<file path="config.mk">
export PLATFORM = sky130hd
export DESIGN_NAME = uart_rx
export DESIGN_NICKNAME = d
export VERILOG_FILES = /design/src/rtl/uart_rx.sv
export SDC_FILE = /design/constraint.sdc
export NUM_CORES = 1
export LEC_CHECK = 0
export CAP_MARGIN = 20
export CORE_MARGIN = 1.5
export CORE_UTILIZATION = 30
export CTS_BUF_LIST = sky130_fd_sc_hd__clkbuf_4
export DETAILED_ROUTE_END_ITERATION = 10
export DONT_BUFFER_PORTS = 1
export GPL_ROUTABILITY_DRIVEN = 0
export GPL_TIMING_DRIVEN = 0
export HOLD_SLACK_MARGIN = 0.02
export PLACE_DENSITY = 0.55
export SLEW_MARGIN = 15
export SYNTH_ARGS = -nofsm -noshare
export SYNTH_HDL_FRONTEND = slang
export SYNTH_SLANG_ARGS = --single-unit
</file>
<file path="constraint.sdc">
create_clock -name clk -period 6.39 [get_ports clk]
set_input_delay 0.639 -clock clk [delete_from_list [all_inputs] [get_ports clk]]
set_output_delay 0.639 -clock clk [all_outputs]
set_load 0.005 [all_outputs]
</file>
<file path="src/rtl/uart_rx.sv">
// 8N1 UART receiver: two-flop input synchroniser, mid-bit sampling, stop-bit check.
// One byte per good frame on data_o/rxvalid_o, or a frameerr_o pulse for a bad stop bit.
module uart_rx #(
  parameter int p_clockFreq = 100_000_000,
  parameter int p_baudRate  = 115_200
) (
  input  logic       clk,
  input  logic       rstn,
  input  logic       rx_i,
  output logic [7:0] data_o,
  output logic       rxvalid_o,
  output logic       frameerr_o
);

  localparam int c_periodTimer = p_clockFreq / p_baudRate;
  localparam int c_halfPeriod  = c_periodTimer / 2;
  localparam logic [15:0] c_periodLast = 16'(c_periodTimer - 1);
  localparam logic [15:0] c_halfLast   = 16'(c_halfPeriod - 1);

  localparam logic [2:0] S_IDLE    = 3'd0;
  localparam logic [2:0] S_START   = 3'd1;
  localparam logic [2:0] S_DATA    = 3'd2;
  localparam logic [2:0] S_STOP    = 3'd3;
  localparam logic [2:0] S_RECOVER = 3'd4;

  logic        rx_meta;
  logic        rx_s;
  logic [2:0]  state;
  logic [15:0] timer;
  logic [2:0]  bitcnt;
  logic [7:0]  shift;

  // Synchroniser presets to the idle level so reset never looks like a start bit.
  always_ff @(posedge clk) begin
    if (!rstn) begin
      rx_meta    <= 1'b1;
      rx_s       <= 1'b1;
      state      <= S_IDLE;
      timer      <= '0;
      bitcnt     <= '0;
      shift      <= '0;
      data_o     <= '0;
      rxvalid_o  <= 1'b0;
      frameerr_o <= 1'b0;
    end else begin
      rx_meta    <= rx_i;
      rx_s       <= rx_meta;
      rxvalid_o  <= 1'b0;
      frameerr_o <= 1'b0;

      case (state)
        S_IDLE: begin
          timer <= '0;
          if (!rx_s) state <= S_START;
        end

        // Re-check the start bit at its middle; a short low pulse is a glitch.
        S_START: begin
          if (timer == c_halfLast) begin
            timer <= '0;
            if (!rx_s) begin
              state  <= S_DATA;
              bitcnt <= '0;
            end else begin
              state <= S_IDLE;
            end
          end else begin
            timer <= timer + 16'd1;
          end
        end

        S_DATA: begin
          if (timer == c_periodLast) begin
            timer         <= '0;
            shift[bitcnt] <= rx_s;
            bitcnt        <= bitcnt + 3'd1;
            if (bitcnt == 3'd7) state <= S_STOP;
          end else begin
            timer <= timer + 16'd1;
          end
        end

        // Leaving at mid-stop-bit leaves half a bit to catch a back-to-back start.
        S_STOP: begin
          if (timer == c_periodLast) begin
            timer <= '0;
            if (rx_s) begin
              data_o    <= shift;
              rxvalid_o <= 1'b1;
              state     <= S_IDLE;
            end else begin
              frameerr_o <= 1'b1;
              state      <= S_RECOVER;
            end
          end else begin
            timer <= timer + 16'd1;
          end
        end

        S_RECOVER: begin
          timer <= '0;
          if (rx_s) state <= S_IDLE;
        end

        default: begin
          timer <= '0;
          state <= S_IDLE;
        end
      endcase
    end
  end

endmodule
</file>
## After elaboration in Yosys (flattened, before gate mapping)

Cells that the tools add are included.

| cells by class | value |
|---|---|
| add/sub/neg operators | 2 |
| $lt $le $gt $ge | 2 |
| eq/ne operators | 14 |
| mux-type cells | 21 |
| reductions and logical operators | 9 |

Operator list:

| kind | count |
|---|---|
| $mux W16 | 2 |
| $pmux W16 S2 | 1 |
| $mux W3 | 10 |
| $add A16 B1 Y16 const B | 1 |
| $eq A16 B10 Y1 const B | 1 |
| $eq A16 B9 Y1 const B | 1 |
| $pmux W3 S5 | 1 |
| $ne A2 B2 Y1 const B | 7 |
| $bwmux W8 | 1 |
| $eq A3 B2 Y1 const B | 2 |
| $eq A3 B3 Y1 const B | 2 |
| $pmux W3 S2 | 1 |
| $reduce_and A3 Y1 | 2 |
| $reduce_and A6 Y1 | 1 |
| $lt A3 B4 Y1 const B | 1 |
| $reduce_and A4 Y1 | 1 |
| $add A3 B1 Y3 const B | 1 |
| $demux W1 S3 | 1 |
| $eq A3 B1 Y1 const B | 1 |
| $ge A3 B1 Y1 const B | 1 |
| $logic_not A3 Y1 | 1 |
| $mux W1 | 3 |
| $mux W2 | 1 |
| $reduce_and A2 Y1 | 1 |
| 3 further kinds | 3 |

| word-level totals | value |
|---|---|
| bits in registers | 42 |
| input port bits | 3 |
| output and inout bits | 10 |

## Longest topological paths before layout

| depth | value |
|---|---|
| word-level depth | 5 |
| depth in mapped cells | 8 |
| mapped depth without buffers | 7 |

## Worst setup path after synthesis

Ideal clock, no wire load.

| timing | value |
|---|---|
| kind | reg2reg |
| from | register timer[15] |
| to | register shift[5] |
| library setup time | 128 ps |
| arrival time | 1936 ps |
| setup slack | 4327 ps |
| stages on the path, launching flop included | 6 |
| path buffers | 0 |
| path through | dfxtp_1 > or4_4 > or4b_1 > nor4_1 > mux2i_1 > nor2_1 |

| between the ends | value |
|---|---|
| word-level cells in the longest chain between the ends | 2 |

RTL lines:

| what | line | RTL |
|---|---|---|
| from (decl) | 29 | `logic [15:0] timer;` |
| from (signal assigned) | 68 | `timer <= timer + 16'd1;` |
| from (signal assigned) | 79 | `timer <= timer + 16'd1;` |
| from (signal assigned) | 96 | `timer <= timer + 16'd1;` |
| $eq A16 B10 Y1 | 73 | `if (timer == c_periodLast) begin` |
| $reduce_and A2 Y1 (no line) | n/a |  |
| to (signal, indexed assignment) | 75 | `shift[bitcnt] <= rx_s;` |
| to (decl) | 31 | `logic [7:0] shift;` |

Every way passes these cells.
A chain may end at the register's enable or synchronous reset.

## Final worst setup path

| timing | value |
|---|---|
| from | register timer[15] |
| to | register shift[0] |

Same word-level chain as after synthesis.

==> insert_results.sql <==
INSERT INTO impl_metrics (metric_group, metric, value, unit) VALUES
('final_layout', 'nets_finish', '213', ''),
('sta', 'worst-slew-pin-transition', '1.05', 'ns'),
('setup_path', 'crit_slowest_cell', 'sky130_fd_sc_hd__nor4b_1', ''),
('synthesis', 'number_of_instances_in_the_synthesized_netlist', '199', ''),
('drt', 'post_detailed_routing_wire_length', '3490', 'um'),
('grt', 'antenna_found_initial', '0', ''),
('synthesis', 'synthSimpleGateAreaFrac', '0.274', ''),
('setup_path', 'timing.reg2reg.worst_path_depth', '5', ''),
('floorplanning', 'die_outline_area', '6590', 'um2'),
('sta', 'timing_max_transition_violations_final', '0', ''),
('drt', 'drt_first_iter_violations', '48', ''),
('floorplanning', 'die_width', '81.2', 'um'),
('grt', 'global_route_wire_length_before_repair', '5850', 'um'),
('drt', 'drt-pass1-iter-count', '4', ''),
('drt', 'vias_per_cell', '4.81', ''),
('final_layout', 'n_diodes', '0', ''),
('clocking', 'clkLatencyLatePin', '0.34', 'ns'),
('synthesis', 'synth_cell_type_count', '36', ''),
('clocking', 'postCtsResizedCells', '0', ''),
('drt', 'drt-wirelength-per-cell', '12.4', 'um'),
('clocking', 'cts-buffers-inserted', '5', ''),
('setup_path', 'crit_end', 'shift[0]', ''),
('clocking', 'tritoncts_clock_tree', 'built', ''),
('clocking', 'htree_levels', '2', ''),
('floorplanning', 'start_util', '0.310', ''),
('setup_path', 'critical_path.reg2reg.startpoint', 'timer[15]', ''),
('sta', 'fmax', '0.409', 'GHz'),
('placement', 'buffer_ports.inserted', '0', ''),
('sta', 'rsz0062_at_grt', 'false', ''),
('sta', 'finClkSkew', '0.0148', 'ns'),
('setup_path', 'crit_path_cell_trace', 'or4_4, nor4b_1, nand4_1, mux2i_1, nor2_1', ''),
('final_layout', 'areaGrowthSynthToFinish', '7.78', '%'),
('job', 'cap_viol_max_count', '0', ''),
('synthesis', 'synth_top_family_by_area', 'simple AND/OR/NAND/NOR gates', ''),
('setup_path', 'ff2ff_setup_slack', '3.95', 'ns'),
('sta', 'post-route-period-util', '0.382', ''),
('synthesis', 'synthXorXnorAreaFrac', '0.0716', ''),
('drt', 'via_count', '1356', ''),
('power_and_ir_drop', 'vdd.ir_drop.worst', '0.0000975', 'V'),
('floorplanning', 'ioPinCount', '13', ''),
('setup_path', 'startpoint', 'timer[15]', ''),
('clocking', 'cts_hold_buffers', '0', ''),
('sta', 'timing.final.setup_violations', '0', ''),
('power_and_ir_drop', 'leakagePower', '0.667', 'nW'),
('synthesis', 'yosysSeqAreaShare', '0.458', ''),
('synthesis', 'synthesis.nets', '206', ''),
('synthesis', 'synth.ff_latch_count', '42', ''),
('clocking', 'number_of_sinks_on_the_clock_net', '42', ''),
('grt', 'grt_max_degree', '13', ''),
('clocking', 'path_clk_slew', '0.12', 'ns'),
('setup_path', 'required_time_at_the_endpoint_of_the_critical_path', '6.62', 'ns'),
('floorplanning', 'core_area', '5920', 'um2'),
('synthesis', 'yosys.area_share.adder', '0.0273', ''),
('setup_path', 'setup.worst_path.start_class', 'flop', ''),
('placement', 'hpwl', '2510', 'um'),
('synthesis', 'postSynthAreaPerCell', '9.22', 'um2'),
('synthesis', 'dominantRegCellSynth', 'sky130_fd_sc_hd__dfxtp_1', ''),
('synthesis', 'synthDominantAreaCellType', 'sky130_fd_sc_hd__dfxtp_1', ''),
('grt', 'global_route.overflow_total', '0', ''),
('sta', 'period_needed', '2.44', 'ns'),
('setup_path', 'critical_path_arrival', '2.67', 'ns'),
('synthesis', 'synth_async_sr_flop_share', '0', ''),
('grt', 'grt_pass1_vias', '1270', ''),
('status', 'status', 'finished, final reports clean', ''),
('synthesis', 'yosysWarnings', '0', ''),
('final_layout', 'layout-drive-gt1-share', '0.0725', ''),
('worst_hold_path', 'hp-class', 'in2reg', ''),
('drt', 'remaining_design_rule_violation_count', '0', ''),
('synthesis', 'yosys-top-cells-count', '42 x sky130_fd_sc_hd__dfxtp_1, 42 x sky130_fd_sc_hd__nor2_1, 17 x sky130_fd_sc_hd__mux2i_1, 12 x sky130_fd_sc_hd__nand2_1, 10 x sky130_fd_sc_hd__nand4_1', ''),
('drt', 'route.antenna.remaining_nets', '0', ''),
('synthesis', 'synth_area_in_compound_gates', '0.0525', '');
==> report_power, final <==
part           internal [W]  leakage (nW)  switching, W
clock network     0.0000393        0.0277     0.0000813
registers          0.000263         0.339   0.000000646
logic            0.00000285         0.300    0.00000616
==> layer usage <==
layer	vias to the layer above	track usage	routed length [um]
met4	0	0.0310	31
met1	624	0.150	1790
li1	712	-	-
met2	15	0.188	1560
met3	5	0.0337	107
met5	-	0	0
==> area by class of cell <==
cell class / instances / area (um2)
well taps: 75 / 93.8
multi-input cells: 147 / 951
fillers: 623 / 3940
flip-flops and latches: 42 / 841
plain buffers: 6 / 27.5
clock inverters: 3 / 11.3
inverters: 4 / 15.0
clock buffers: 5 / 37.5
==> cell usage in the layout, fill, tap and decap left out, types with 2 or more instances in the layout <==
cell type and count:
sky130_fd_sc_hd__and2_1 2, sky130_fd_sc_hd__and3_1 2, sky130_fd_sc_hd__o22ai_1 3, sky130_fd_sc_hd__nand2_1 12, sky130_fd_sc_hd__inv_1 4, sky130_fd_sc_hd__nor4_1 4
sky130_fd_sc_hd__nand2b_1 4, sky130_fd_sc_hd__xor2_1 7, sky130_fd_sc_hd__ha_1 4, sky130_fd_sc_hd__xnor2_1 8, sky130_fd_sc_hd__clkbuf_4 5, sky130_fd_sc_hd__nor2_1 42
sky130_fd_sc_hd__nand4_1 10, sky130_fd_sc_hd__nand3_1 6, sky130_fd_sc_hd__mux2i_1 17, sky130_fd_sc_hd__clkinv_1 3, sky130_fd_sc_hd__dfxtp_1 42, sky130_fd_sc_hd__nor2b_1 2
sky130_fd_sc_hd__or4_4 3, sky130_fd_sc_hd__or3b_2 2, sky130_fd_sc_hd__nor3_1 2, sky130_fd_sc_hd__a21oi_1 4, sky130_fd_sc_hd__clkbuf_1 4
==> cells by family after synthesis <==
group | Yosys count
simple gates | 98
buf+inv | 10
xor+xnor | 15
mux | 17
flops | 42
compound gates | 13
fa+ha+maj | 4
==> worst min-delay path by stage <==
stage / start / endpoint / slack [ns] / cells past startpoint
2_1_floorplan: rx_meta / rx_s / 0.39 / 1
3_3_place_gp: rx_meta / rx_s / 0.39 / 1
3_5_place_dp: rx_meta / rx_s / 0.40 / 1
4_1_cts: rx_i / rx_meta / 0.37 / 1
5_1_grt: rx_i / rx_meta / 0.40 / 1
6_report: rx_i / rx_meta / 0.39 / 1
==> flip-flops by register name, indices dropped and copies added, names as in the netlist, 3 cells and up <==
signal and flops:
data_o 8, state 3, timer 16, bitcnt 3
shift 8
==> per-stage QoR <==
step	area [um2]	setup WS [ns]	utilization	cells
6_report	1980	3.95	0.334	282
5_1_grt	1980	3.77	0.334	282
4_1_cts	1980	3.95	0.334	282
3_5_place_dp	1930	3.98	0.326	274
3_3_place_gp	1930	4.02	0.326	274
2_1_floorplan	1830	4.33	-	199
Note: power is estimated with default switching activity, not from simulation.
